$ cat config.mk
export PLATFORM = sky130hd
export DESIGN_NAME = sar_avg_seq
export DESIGN_NICKNAME = d
export VERILOG_FILES = /design/src/rtl/sar_avg_pkg.sv /design/src/rtl/sar_avg_hold.sv /design/src/rtl/sar_avg_seq.sv
export SDC_FILE = /design/constraint.sdc
export NUM_CORES = 1
export LEC_CHECK = 0
export ABC_CLOCK_PERIOD_IN_PS = 3340
export CAP_MARGIN = 0
export CORE_UTILIZATION = 56
export CTS_CLUSTER_DIAMETER = 40
export DETAILED_ROUTE_END_ITERATION = 8
export PLACE_DENSITY = 0.8
export SKIP_LAST_GASP = 1
export SYNTH_ARGS = -nofsm -noshare
export SYNTH_HDL_FRONTEND = slang
export SYNTH_SLANG_ARGS = --single-unit
$ cat constraint.sdc
create_clock -name f100m_clk -period 3.34 [get_ports f100m_clk]
set_clock_uncertainty 0.2 [all_clocks]
set_input_delay 0.668 -clock f100m_clk [delete_from_list [all_inputs] [get_ports f100m_clk]]
set_output_delay 0.668 -clock f100m_clk [all_outputs]
set_load 0.01 [all_outputs]
$ cat src/rtl/sar_avg_pkg.sv
// Shared types and width helpers for the SAR conversion sequencer / oversampling averager.
`timescale 1ns/1ps
package sar_avg_pkg;

   typedef enum logic [1:0] {
      IDLE  = 2'd0,
      START = 2'd1,
      WAIT  = 2'd2,
      DONE  = 2'd3
   } state_t;

   function automatic int acc_width(input int data_w, input int max_osr_log2);
      return data_w + max_osr_log2;
   endfunction

   function automatic int osr_width(input int max_osr_log2);
      return $clog2(max_osr_log2 + 1);
   endfunction

endpackage

$ cat src/rtl/sar_avg_hold.sv
// One-entry valid/ready holding register; a load accepted when empty or draining the same cycle.
// Latency 1 cycle load->out_vld; a load while full and not draining is dropped and sets sticky overrun.
`timescale 1ns/1ps
module sar_avg_hold #(
   parameter int W = 11
) (
   input  logic         f100m_clk,
   input  logic         rstb,
   input  logic         clr,
   input  logic         load_vld,
   input  logic [W-1:0] load_dat,
   output logic         out_vld,
   input  logic         out_rdy,
   output logic [W-1:0] out_dat,
   output logic         overrun
);

   logic accept;
   assign accept = !out_vld || out_rdy;

   always_ff @(posedge f100m_clk) begin
      if (!rstb) begin
         out_vld <= 1'b0;
         out_dat <= '0;
         overrun <= 1'b0;
      end else begin
         if (load_vld && accept) begin
            out_vld <= 1'b1;
            out_dat <= load_dat;
         end else if (out_vld && out_rdy) begin
            out_vld <= 1'b0;
         end
         // A drop in the same cycle as a clear still reports the lost window
         if (load_vld && !accept)
            overrun <= 1'b1;
         else if (clr)
            overrun <= 1'b0;
      end
   end

endmodule

$ cat src/rtl/sar_avg_seq.sv
// SAR conversion sequencer + 2^osr oversampling averager; result 2 cycles after the window's last eoc.
// Output held in a one-entry buffer under avg_valid/avg_ready; windows finishing while it is full are dropped (overrun). Option: SAR_AVG_MINMAX_EN.
`timescale 1ns/1ps
module sar_avg_seq
   import sar_avg_pkg::*;
#(
   parameter int DATA_W       = 10,
   parameter int MAX_OSR_LOG2 = 4,
   parameter int TIMEOUT      = 255
) (
   input  logic                              f100m_clk,
   input  logic                              rstb,
   input  logic                              enable,
   input  logic [$clog2(MAX_OSR_LOG2+1)-1:0] osr_log2,
   input  logic                              eoc,
   input  logic                              err,
   input  logic                              warn,
   input  logic [DATA_W-1:0]                 sar_code,
   output logic                              soc,
   output logic                              avg_valid,
   input  logic                              avg_ready,
   output logic [DATA_W-1:0]                 avg_data,
   output logic                              avg_warn,
   output logic                              overrun,
   output logic                              timeout
`ifdef SAR_AVG_MINMAX_EN
   ,
   output logic [DATA_W-1:0]                 avg_min,
   output logic [DATA_W-1:0]                 avg_max
`endif
);

   localparam int OSR_W = osr_width(MAX_OSR_LOG2);
   localparam int ACC_W = acc_width(DATA_W, MAX_OSR_LOG2);
   localparam int TMO_W = $clog2(TIMEOUT + 1);
   localparam int CNT_W = MAX_OSR_LOG2 + 1;
   localparam logic [OSR_W-1:0] OSR_MAX = OSR_W'(MAX_OSR_LOG2);
`ifdef SAR_AVG_MINMAX_EN
   localparam int HOLD_W = 3*DATA_W + 1;
`else
   localparam int HOLD_W = DATA_W + 1;
`endif

   state_t             state, state_nxt;
   logic [ACC_W-1:0]   acc;
   logic [CNT_W-1:0]   cnt;
   logic [TMO_W-1:0]   tmo_cnt;
   logic [OSR_W-1:0]   osr_eff;
   logic               win_warn;
   logic               hold_load;
   logic [HOLD_W-1:0]  hold_in, hold_out;

   logic [OSR_W-1:0]   osr_clamped;
   logic               smp_vld, win_full, tmo_hit, win_start;
   logic [CNT_W-1:0]   cnt_inc, cnt_tgt;
   logic [ACC_W-1:0]   acc_shr;

   assign osr_clamped = (osr_log2 > OSR_MAX) ? OSR_MAX : osr_log2;
   assign smp_vld     = eoc && !err;
   assign cnt_inc     = cnt + CNT_W'(1);
   assign cnt_tgt     = CNT_W'(1) << osr_eff;
   assign win_full    = smp_vld && (cnt_inc == cnt_tgt);
   assign tmo_hit     = (tmo_cnt == TMO_W'(TIMEOUT));
   assign win_start   = enable && (state == IDLE || state == DONE);
   assign acc_shr     = acc >> osr_eff;

   always_ff @(posedge f100m_clk) begin
      if (!rstb) state <= IDLE;
      else       state <= state_nxt;
   end

   always_comb begin
      state_nxt = state;
      case (state)
         IDLE:  if (enable) state_nxt = START;
         START: state_nxt = enable ? WAIT : IDLE;
         WAIT: begin
            if (!enable)     state_nxt = IDLE;
            else if (eoc)    state_nxt = win_full ? DONE : START;
            else if (tmo_hit) state_nxt = START;
         end
         DONE:  state_nxt = enable ? START : IDLE;
         default: state_nxt = IDLE;
      endcase
   end

   always_comb begin
      soc       = (state == START);
      hold_load = (state == DONE);
   end

   always_ff @(posedge f100m_clk) begin
      if (!rstb) begin
         acc      <= '0;
         cnt      <= '0;
         tmo_cnt  <= '0;
         osr_eff  <= '0;
         win_warn <= 1'b0;
         timeout  <= 1'b0;
      end else begin
         if (warn && state != IDLE) win_warn <= 1'b1;
         if (win_start) begin
            acc      <= '0;
            cnt      <= '0;
            win_warn <= 1'b0;
            osr_eff  <= osr_clamped;
         end
         if (state == START) tmo_cnt <= '0;
         // eoc outranks the timeout; an err-tagged eoc only retries the slot
         if (state == WAIT && enable) begin
            if (smp_vld) begin
               acc <= acc + ACC_W'(sar_code);
               cnt <= cnt_inc;
            end else if (!eoc && tmo_hit) begin
               timeout <= 1'b1;
            end else if (!eoc) begin
               tmo_cnt <= tmo_cnt + TMO_W'(1);
            end
         end
         if (!enable) timeout <= 1'b0;
      end
   end

`ifdef SAR_AVG_MINMAX_EN
   logic [DATA_W-1:0] win_min, win_max;

   always_ff @(posedge f100m_clk) begin
      if (!rstb) begin
         win_min <= '0;
         win_max <= '0;
      end else if (win_start) begin
         win_min <= '1;
         win_max <= '0;
      end else if (state == WAIT && enable && smp_vld) begin
         if (sar_code < win_min) win_min <= sar_code;
         if (sar_code > win_max) win_max <= sar_code;
      end
   end

   assign hold_in = {win_min, win_max, win_warn | warn, acc_shr[DATA_W-1:0]};
   assign {avg_min, avg_max, avg_warn, avg_data} = hold_out;
`else
   assign hold_in = {win_warn | warn, acc_shr[DATA_W-1:0]};
   assign {avg_warn, avg_data} = hold_out;
`endif

   sar_avg_hold #(.W(HOLD_W)) u_hold (
      .f100m_clk (f100m_clk),
      .rstb      (rstb),
      .clr       (!enable),
      .load_vld  (hold_load),
      .load_dat  (hold_in),
      .out_vld   (avg_valid),
      .out_rdy   (avg_ready),
      .out_dat   (hold_out),
      .overrun   (overrun)
   );

endmodule

---- After elaboration in Yosys (flattened, before gate mapping) ----
Cells that the tools add are included.
storage, ports and cells
  bits in registers ....................... 47
  bits of input ports ..................... 20
operators by class
  add/sub/neg operators ................... 3
  magnitude comparators ................... 1
  equality and inequality tests ........... 8
  shift operators ......................... 2
  multiplexer cells ....................... 24
  bitwise gates (word level) .............. 3
  reductions and logical operators ........ 22
operator list
  cell                   count
  $mux W14               3
  $mux W8                5
  $mux W5                3
  $add A14 B10 Y14       1
  $shr A14 B3 Y10        1
  $mux W2                6
  $logic_and A1 B1 Y1    9
  $add A8 B1 Y8 const B  1
  $eq A8 B8 Y1 const B   1
  $pmux W2 S4            1
  $add A5 B1 Y5 const B  1
  $eq A5 B5 Y1           1
  $mux W1                5
  $shl A1 B3 Y5 const A  1
  $eq A2 B2 Y1 const B   2
  $logic_not A1 Y1       4
  $ne A4 B4 Y1 const B   1
  $reduce_and A2 Y1      2
  $reduce_bool A2 Y1     2
  $gt A3 B3 Y1 const B   1
  $mux W3                1
  $reduce_and A3 Y1      1
  $eq A2 B1 Y1 const B   1
  $logic_not A2 Y1       1
  6 further kinds        8

---- Logic depth before layout (Yosys ltp) ----
  depth in word-level cells ............... 7
  mapped depth ............................ 8
  depth with buffers taken out ............ 7

---- Cells and area by module ----
From an unflattened synthesis, not the netlist that was laid out.
unflattened totals
  cells, all modules ...................... 384
  area, all modules ....................... 3146.8 µm²
by module, submodules not included
  module        instances  cells an instance  area each (µm²)  seq. area each (µm²)
  sar_avg_seq   1          329                2611.3           680.7
  sar_avg_hold  1          55                 535.5            260.2

---- Worst setup path after synthesis ----
No wires, ideal clock.
  path kind ............................... in2reg
  from .................................... input port sar_code[0]
  to ...................................... register acc[12]
  library setup time ...................... 124 ps
  arrival ................................. 2250 ps
  required time ........................... 3016 ps
  slack ................................... 765 ps
  stages on the path ...................... 7
  path through ............................ ha_1 > fa_1 > a211oi_1 > nor3_2 > o31ai_1 > or4_1 > nand3_1
on the way
  longest elaborated chain between the ends .. 3
ends and longest elaborated chain
  what                    line                RTL
  start: declaration      sar_avg_seq.sv:18   input logic [DATA_W-1:0] sar_code,
  $add A14 B10 Y14        sar_avg_seq.sv:112  acc <= acc + ACC_W'(sar_code);
  $mux W14                sar_avg_seq.sv:111  if (smp_vld) begin
  $mux W14                sar_avg_seq.sv:110  if (state == WAIT && enable) begin
  end signal: assignment  sar_avg_seq.sv:112
  end: declaration        sar_avg_seq.sv:45   logic [ACC_W-1:0] acc;
Every way passes these cells.
A chain may end at the register's enable or synchronous reset.

---- Worst setup path in the final report ----
Same ends and word-level chain as after synthesis.

==> flow_summary.toml <==
[clock_network]
clk_path_buf_depth = 2
cts_inserted_buffers = 5
htree_levels = 2
clock-sinks = 47
cts_resized = 0
clk_pin_slew_worst_paths_ps = 90
postCtsSetupRepairBufs = 0
clk_latency_ps = 300
cts_tree = "done"
ctsHoldBuffers = 0
cts_root_buffer = "clkbuf_8"

[timing]
rsz0062_at_grt = "no"
maxSlewHeadroom_pct = 35.6
finalMaxSlewViolations = 0
setup-tns-final_ps = 0
tightest_slew_ps = 965
whs_ps = 269
setup_viol = 0
fmax_mhz = 349
hold_viol = 0
fin_crit_ps = 2870
fin_crit_sh_pct = 85.9
fin_ws_ps = 471

[cells_and_area]
regArea_sq_um = 941
nFillCells = 458
nNetsFinal = 404
instances_no_fill = 438
diodes = 0
syn2layout_area_growth_pct = 15.2
multiInputGateArea_sq_um = 1980
drive_above_1_share_pct = 7.61

[synthesis]
yosysSeqAreaShare_pct = 31.1
synth_top_cell_by_area = "dfxtp_1"
synth_top_area_share_pct = 31.1
synth.distinct_cells = 59
synthTopCellsByArea = "dfxtp_1 31%, ha_1 6.6%, mux4_2 6.0%"
ys_ff_latch = 47
synth_commonest_cells = "47 x dfxtp_1, 32 x a21oi_1, 29 x nor2_1"
ys.warnings.count = 0
syn_avg_cell_area_sq_um = 8.95
synth_edf_count = 0
yosysMostFrequentCell = "dfxtp_1"
syn_area_sq_um = 3020
async_flop_share_pct = 0
syn_inst = 338
syn-num-nets = 375
synth_flop_cell = "dfxtp_1"

[detailed_routing]
drtIter0Drc = 123
wire_per_inst_um = 14.9
drc = 0
ant_nets = 0
via_per_inst = 6.07
vias = 2658
detail_route.first_pass.iterations = 4
wirelength_mm = 6.52

[placement]
place.gp.congestion = 0.863
dp_hpwl_mm = 5.00
portBuffers = 34
place_inst = 430
dp_slack_ps = 168

[grt]
grt_max_degree = 23
grt_first_pass_wirelength_mm = 10.9
overflow = 0
grt_pass1_vias = 2419
antenna_found_initial = 0
grt_use_total_pct = 24.8

[setup_path]
critical_path_required_ps = 3330
cp-start-kind = "input pin"
crit_fanout = 4
critPathKind = "in2reg"
endpoint_kind = "register"
crit_arrival_ps = 2860

[power_and_ir_drop]
total_power_mw = 1.05
power.leakage_nw = 1.33
vdd_ir_drop_max_mv = 0.148
p_per_area_nw_per_um2 = 302

[floorplan]
initial_core_util_pct = 58.8
num_rows = 26
die_w_um = 75.5
dieArea_sq_um = 5700
fp.coreArea_sq_um = 5140
boundaryPins = 35
die_h_um = 75.5

[hold_path]
hold_class = "reg2reg"

[run_status]
status = "finished clean"

[job]
cap_violations = 0
==> kinds of logic after synthesis <==
logic type / count (synthesis) / synth area share [%]
buf+inv: 23 / 3.56
simple gates: 116 / 20.0
flops: 47 / 31.1
fa+ha+maj: 17 / 7.28
compound gates: 99 / 23.4
xor+xnor: 14 / 4.05
mux: 22 / 10.6
==> layer usage <==
metal	global-route usage [%]	share of wire (%)	wire, um
met5	0	0	0
met4	7.82	1.4	89
met3	5.69	4.2	275
met2	39.9	47	3040
met1	33.2	48	3120
==> sequential cells by signal (all words and copies together), names as in the netlist <==
register,flops
osr_eff,3
state,2
u_hold.out_dat,11
cnt,5
u_hold.out_vld,1
acc,14
u_hold.overrun,1
timeout,1
tmo_cnt,8
win_warn,1
==> area by class of cell <==
cell class              instances  share of cell area (%)
multi-input cells             268                    56.7
flip-flops and latches         47                    27.0
repair buffers                 38                    10.6
well taps                      70                    2.51
clock buffers                   5                    1.97
inverters                       7                   0.754
clock inverters                 3                   0.431
==> final timing paths <==
check / start / endpoint / slack [ps] / cells past startpoint
max reg2reg: acc[0] / acc[12] / 930 / 7
min: u_hold.out_dat[7] / u_hold.out_dat[7] / 270 / 2
min reg2reg: u_hold.out_dat[7] / u_hold.out_dat[7] / 270 / 2
max: sar_code[0] / acc[12] / 470 / 8
==> worst max-delay path, stage by stage <==
cell,delay [ps]
clkdlybuf4s50_1,400
ha_1,240
fa_1,440
a211oi_1,380
nor3_2,110
o31ai_1,380
or4_1,180
nand3_1,70
==> report_power, final <==
group,total (mW),leakage [nW],internal (mW),switching [mW]
registers,0.582,0.379,0.567,0.0155
logic,0.139,0.908,0.0682,0.0708
clock network,0.331,0.0477,0.144,0.187
==> stage by stage <==
step           cell area [sq um]  util (%)
3_3_place_gp                3400      66.2
3_5_place_dp                3400      66.2
6_report                    3480      67.8
4_1_cts                     3480      67.8
2_1_floorplan               3020         -
5_1_grt                     3480      67.8
==> layout by cell type (no fill, tap or decap), types with 3 or more instances in the layout <==
master / count
a21oi_1: 32
o211a_1: 6
mux4_2: 8
and3_1: 5
o211ai_1: 5
o21ai_0: 13
clkdlybuf4s50_1: 34
nor3_1: 4
dfxtp_1: 47
inv_1: 6
a22o_1: 4
nand3b_1: 7
and2_1: 3
buf_4: 4
a311oi_1: 4
clkinv_2: 3
nor3b_1: 4
nor2_1: 29
xnor2_1: 7
a21boi_0: 5
nor2b_1: 7
nand3_1: 14
nand2b_1: 6
mux2i_1: 14
ha_1: 16
xor2_1: 7
or4_1: 3
clkbuf_8: 5
nand2_1: 23
a21o_1: 4
No activity file was read; power rests on OpenSTA's default activity.
==> patch 1: new RTL, config.mk and constraints unchanged <==
The 4 states of `state_t` get a one-hot encoding in 4 bits.
--- a/src/rtl/sar_avg_pkg.sv
+++ b/src/rtl/sar_avg_pkg.sv
@@ -2,11 +2,11 @@
 `timescale 1ns/1ps
 package sar_avg_pkg;
 
-   typedef enum logic [1:0] {
-      IDLE  = 2'd0,
-      START = 2'd1,
-      WAIT  = 2'd2,
-      DONE  = 2'd3
+   typedef enum logic [3:0] {
+      IDLE  = 4'b0001,
+      START = 4'b0010,
+      WAIT  = 4'b0100,
+      DONE  = 4'b1000
    } state_t;
 
    function automatic int acc_width(input int data_w, input int max_osr_log2);
Function: same outputs for any inputs over 10 cycles, from zero or initial values and one cycle with rstb low; not proved beyond that.
==> patch 1 against the original RTL <==
- die area decreased by 2.0%
- cell count rose by 1.8%
- cell area down 1.2%
- power is 0.39% lower
- sequential cell count up 2
- wire length shrank 8.7%
- sequential share of layout area grew 1.5 points
- first-iteration DRC count down 11%
- utilization shrank 0.40 points
- worst setup slack lost 0.0040 ns
- synthesized cell count is 2.7% higher
- synthesized area shrank 2.1%
==> patch 1: results (changes against the original RTL) <==
stage	metric	value	unit	change
grt	gr usage total	23.16	%	-1.6 points
yosys	synth unique cells	53		-10%
grt	met3 global-route usage	4.418	%	-1.3 points
finish	Fillers	428		-6.6%
yosys	top area cells in the synthesized netlist	dfxtp_1 33%, mux2i_1 6.8%, ha_1 5.1%		
grt	met2 GRT Util	37.94	%	-1.9 points
critical_path	r2r endpoint	state[3]		
grt	first-pass GRT wire length	10180	µm	-6.3%
place	HPWL Detailed	4478	µm	-10%
clocking	Root Buffer Master	clkbuf_8		
yosys	Syn Nets	380		+1.3%
critical_path	R2R depth	5		-2
place	placed cell count	438		+1.9%
grt	largest net degree at the start of global routing	26		+13%
critical_path	worst-path fanout max	6		+2
yosys	most common flop cell mapped by yosys	dfxtp_1		
worst_hold_path	Hold Crit Start	win_warn		
yosys	Synth top cells by count	49 x dfxtp_1, 36 x nor2_1, 23 x a21oi_1		
clocking	Reg clk slew, reported paths	0.09	ns	about the same
detailed_routing	First-pass DRT Iterations	4		unchanged
grt	met1 Use GR	31.51	%	-1.7 points
sta	Worst-Margin Slew	0.8663	ns	-0.09892 ns
run_status	run status	complete, no violations		
finish	Final Non-Filler Cells	446		+1.8%
power	Worst VDD drop	0.1790	mV	+21%
detailed_routing	vias per cell	5.760		-5.1%
clocking	worst skew pair latency	0.30	ns	about the same
grt	number of global-route vias before repair	2295		-5.1%
critical_path	Worst R2R Setup Slack	0.69	ns	-0.24 ns
power	Leak	1.268	nW	-5.0%
finish	nets	408		+0.99%
detailed_routing	routed len/inst	13.35	µm	-10%
yosys	Syn Area/Cell	8.535	µm²	-4.6%
worst_hold_path	Hold EP	win_warn		
place	Final Wtd Congestion	0.8107		-6.1%
yosys	sequential area share after synthesis	33.12	%	+2.0 points
critical_path	r2r startpoint	osr_eff[2]		
finish	Ant. Diodes	0		unchanged
-- patch 1: worst max-delay path, cell delays in order (launching register included) --
cell and delay [ns]:
dfxtp_1 0.35, or4b_2 0.72, inv_1 0.10, clkdlybuf4s50_1 0.54
-- patch 1: stage by stage --
step	util (%)	total power, W	hold WS [ns]	cell area, µm²	setup WS (ns)
3_3_place_gp	65.70	0.0007204	0.2501	3356	0.2776
3_5_place_dp	65.70	0.0007224	0.2677	3356	0.2634
4_1_cts	67.39	0.001061	0.2916	3442	0.4618
5_1_grt	67.39	0.001094	0.3309	3442	0.3525
2_1_floorplan	-	0.0006810	0.2374	2962	0.8094
6_report	67.39	0.001048	0.2934	3442	0.4670
-- patch 1: layout make-up --
type | instances | area (µm²) | share of cell area (%)
Clock inverter | 3 | 17.52 | 0.5089
Inverter | 5 | 18.77 | 0.5453
Sequential cell | 49 | 980.9 | 28.50
Clock buffer | 5 | 68.82 | 1.999
Multi-Input combinational cell | 275 | 1891 | 54.93
Timing Repair Buffer | 39 | 377.9 | 10.98
Tap cell | 70 | 87.58 | 2.545
-- patch 1: worst max path at each step --
stage | from | endpoint | depth (start not counted)
finish | state[2] | soc | 3
global route | sar_code[0] | acc[10] | 9
CTS | state[2] | soc | 3
detailed placement | sar_code[0] | acc[8] | 9
global placement | sar_code[0] | acc[8] | 9
floorplan | sar_code[0] | acc[8] | 8
-- patch 1: report_power, final --
part	internal [W]	switching, W
registers	0.000588	0.0000135
clock network	0.000145	0.000194
logic	0.0000536	0.0000538
-- patch 1: cells by family (layout without fill, tap and decap cells) --
family	Yosys count	after routing	share of synthesized area [%]
buffers and inverters	23	52	3.041
multiplexers	24	24	8.661
XOR/XNOR	18	18	5.323
adder cells (fa/ha/maj)	13	13	5.746
AND/OR/NAND/NOR	133	133	24.29
AO/OA/AOI/OAI	87	87	19.81
flip-flops	49	49	33.12
-- patch 1: routing by layer --
metal	part of all wire, %	vias up	routed length, µm
met2	46	49	2711
met5	0	-	0
li1	-	1328	-
met1	50	1185	2992
met4	1.0	0	62
met3	3.2	7	189
==> patch 2: new RTL, config.mk and constraints unchanged <==
Without the edit above. Set the parameter `DATA_W` to 5 (it was 10).
--- a/src/rtl/sar_avg_seq.sv
+++ b/src/rtl/sar_avg_seq.sv
@@ -4,7 +4,7 @@
 module sar_avg_seq
    import sar_avg_pkg::*;
 #(
-   parameter int DATA_W       = 10,
+   parameter int DATA_W       = 5,
    parameter int MAX_OSR_LOG2 = 4,
    parameter int TIMEOUT      = 255
 ) (
Interface: changed (resized avg_data and sar_code); port bits go from 35 to 25. No check against the original RTL was run, so the function may have changed too.
==> patch 2 against the original RTL <==
- via count decreased by 22%
- non-clock buffer count decreased by 9
- synthesized area decreased by 23%
- power decreased by 16%
- count of clock-buffer cells in the layout increased by 2
- sequential cell count decreased by 10
- wire length decreased by 24%
- cell area decreased by 24%
- combinational power decreased by 27%
- sequential share of layout area increased by 1.0 points
- worst setup slack improved by 0.18 ns
- largest power group unchanged
==> patch 2: results (changes against the original RTL) <==
stage	metric	value	unit	change
worst_hold_path	hold depth	2		unchanged
clocking	CTS H-tree depth	2		unchanged
detailed_routing	detailed route wirelength on metal2	2281	µm	-25%
run_status	run status	complete, no violations		
grt	largest net degree at the start of global routing	22		-4.3%
sta	Slew Limit Headroom	52.92	%	+17 points
critical_path	worst setup path end	acc[7]		
power	Leak	0.9346	nW	-30%
power	Worst VDD drop	0.2135	mV	+44%
place	HPWL Detailed	3532	µm	-29%
yosys	Syn Nets	308		-18%
worst_hold_path	Hold Crit Start	u_hold.out_dat[2]		
critical_path	r2r startpoint	state[0]		
finish	nets	326		-19%
critical_path	worst-path fanout max	4		unchanged
finish	Ant. Diodes	0		unchanged
worst_hold_path	worst min path class	register to register		
critical_path	r2r endpoint	tmo_cnt[3]		
clocking	Setup Fix Bufs, Post-CTS	0		unchanged
critical_path	R2R depth	7		unchanged
clocking	Max Root-Sink Buffers	2		unchanged
grt	met3 global-route usage	5.517	%	-0.17 points
yosys	synth warn	0		unchanged
yosys	Synth top cells by count	37 x dfxtp_1, 34 x nor2_1, 32 x a21oi_1		
finish	Top Registers	acc: 9 flops, tmo_cnt: 8 flops, u_hold.out_dat: 6 flops		
yosys	number of flops mapped to enable cells by yosys	0		unchanged
grt	gr usage total	24.28	%	-0.51 points
grt	first-pass GRT wire length	8204	µm	-24%
yosys	sequential area share after synthesis	31.91	%	+0.80 points
place	Final Wtd Congestion	0.8609		-0.24%
grt	initial antenna violation count	0		unchanged
clocking	CTS Buf Count	5		unchanged
yosys	synth unique cells	43		-27%
worst_hold_path	Hold EP	u_hold.out_dat[2]		
detailed_routing	Met3 Routed Length	256	µm	-6.9%
clocking	Root Buffer Master	clkbuf_8		
detailed_routing	routed len/inst	14.32	µm	-3.8%
place	IO buf count	24		-29%
clocking	Reg clk slew, reported paths	0.07	ns	-0.02 ns
critical_path	WP data arrival	2.67	ns	-0.19 ns
detailed_routing	First-pass DRT Iterations	4		unchanged
grt	GRT overflow	0		unchanged
critical_path	critical path launch point	sar_code[1]		
yosys	top area cells in the synthesized netlist	dfxtp_1 32%, a21oi_1 6.9%, ha_1 6.5%		
clocking	worst skew pair latency	0.29	ns	
sta	Final Hold Slack	0.2736	ns	+0.004480 ns
detailed_routing	DR vias	2061		-22%
detailed_routing	Top Metal Used	met4		
critical_path	Worst R2R Setup Slack	0.95	ns	+0.02 ns
finish	share of cells above drive strength 1	6.711	%	-0.90 points
grt	met2 GRT Util	39.54	%	-0.34 points
grt	met1 Use GR	31.65	%	-1.5 points
detailed_routing	initial drt markers	120		-2.4%
detailed_routing	wire length on met1	2376	µm	-24%
grt	number of global-route vias before repair	1887		-22%
-- patch 2: cell count changes after synthesis, moves of 5 or more --
cell      before  now
xor2_1         7    2
dfxtp_1       47   37
buf_2          8    0
nor2_1        29   34
clkbuf_1       6   12
o211a_1        6    0
nand2_1       23   12
or3_1          1    7
o21ai_0       13   18
a211oi_1       2   10
a21boi_0       5    0
-- patch 2: layout make-up --
type,instances,area (µm²)
Clock buffer,7,86.33
Inverter,6,22.52
Fill cell,354,1358
Multi-Input combinational cell,219,1453
Timing Repair Buffer,29,277.8
Tap cell,50,62.56
Sequential cell,37,740.7
-- patch 2: power breakdown --
part           switching (W)  total (W)  internal, W
clock network       0.000155   0.000318     0.000164
logic              0.0000535   0.000102    0.0000486
registers          0.0000124   0.000459     0.000446
total               0.000221   0.000879     0.000659
-- patch 2: cell families (layout without fill, tap and decap cells) --
logic type / count (synthesis) / in the layout / share of synthesized area, %
and+or+nand+nor: 103 / 103 / 22.91
AOI/OAI and AO/OA: 80 / 80 / 20.65
DFF: 37 / 37 / 31.91
buffers and inverters: 24 / 42 / 5.498
muxes: 16 / 16 / 9.057
adders and majority gates: 13 / 13 / 7.331
xor gates and xnor gates: 7 / 7 / 2.642
-- patch 2: worst max-delay path, cell delays in order --
cell	delay [ns]
clkdlybuf4s50_1	0.46
ha_1	0.33
a211oi_1	0.30
o21bai_1	0.12
a21oi_1	0.36
o21bai_1	0.13
a221oi_1	0.31
-- patch 2: stage by stage --
step	instance area, µm²	cells	total power [W]	setup slack [ns]	util [%]
final	2643	348	0.0008794	0.6535	66.06
after global routing	2643	348	0.0009142	0.5861	66.06
after CTS	2643	348	0.0008850	0.6867	66.06
after detailed placement	2556	341	0.0005692	0.4256	63.90
after global placement	2556	341	0.0005685	0.5019	63.90
after floorplan	2321	280	0.0005318	1.036	-
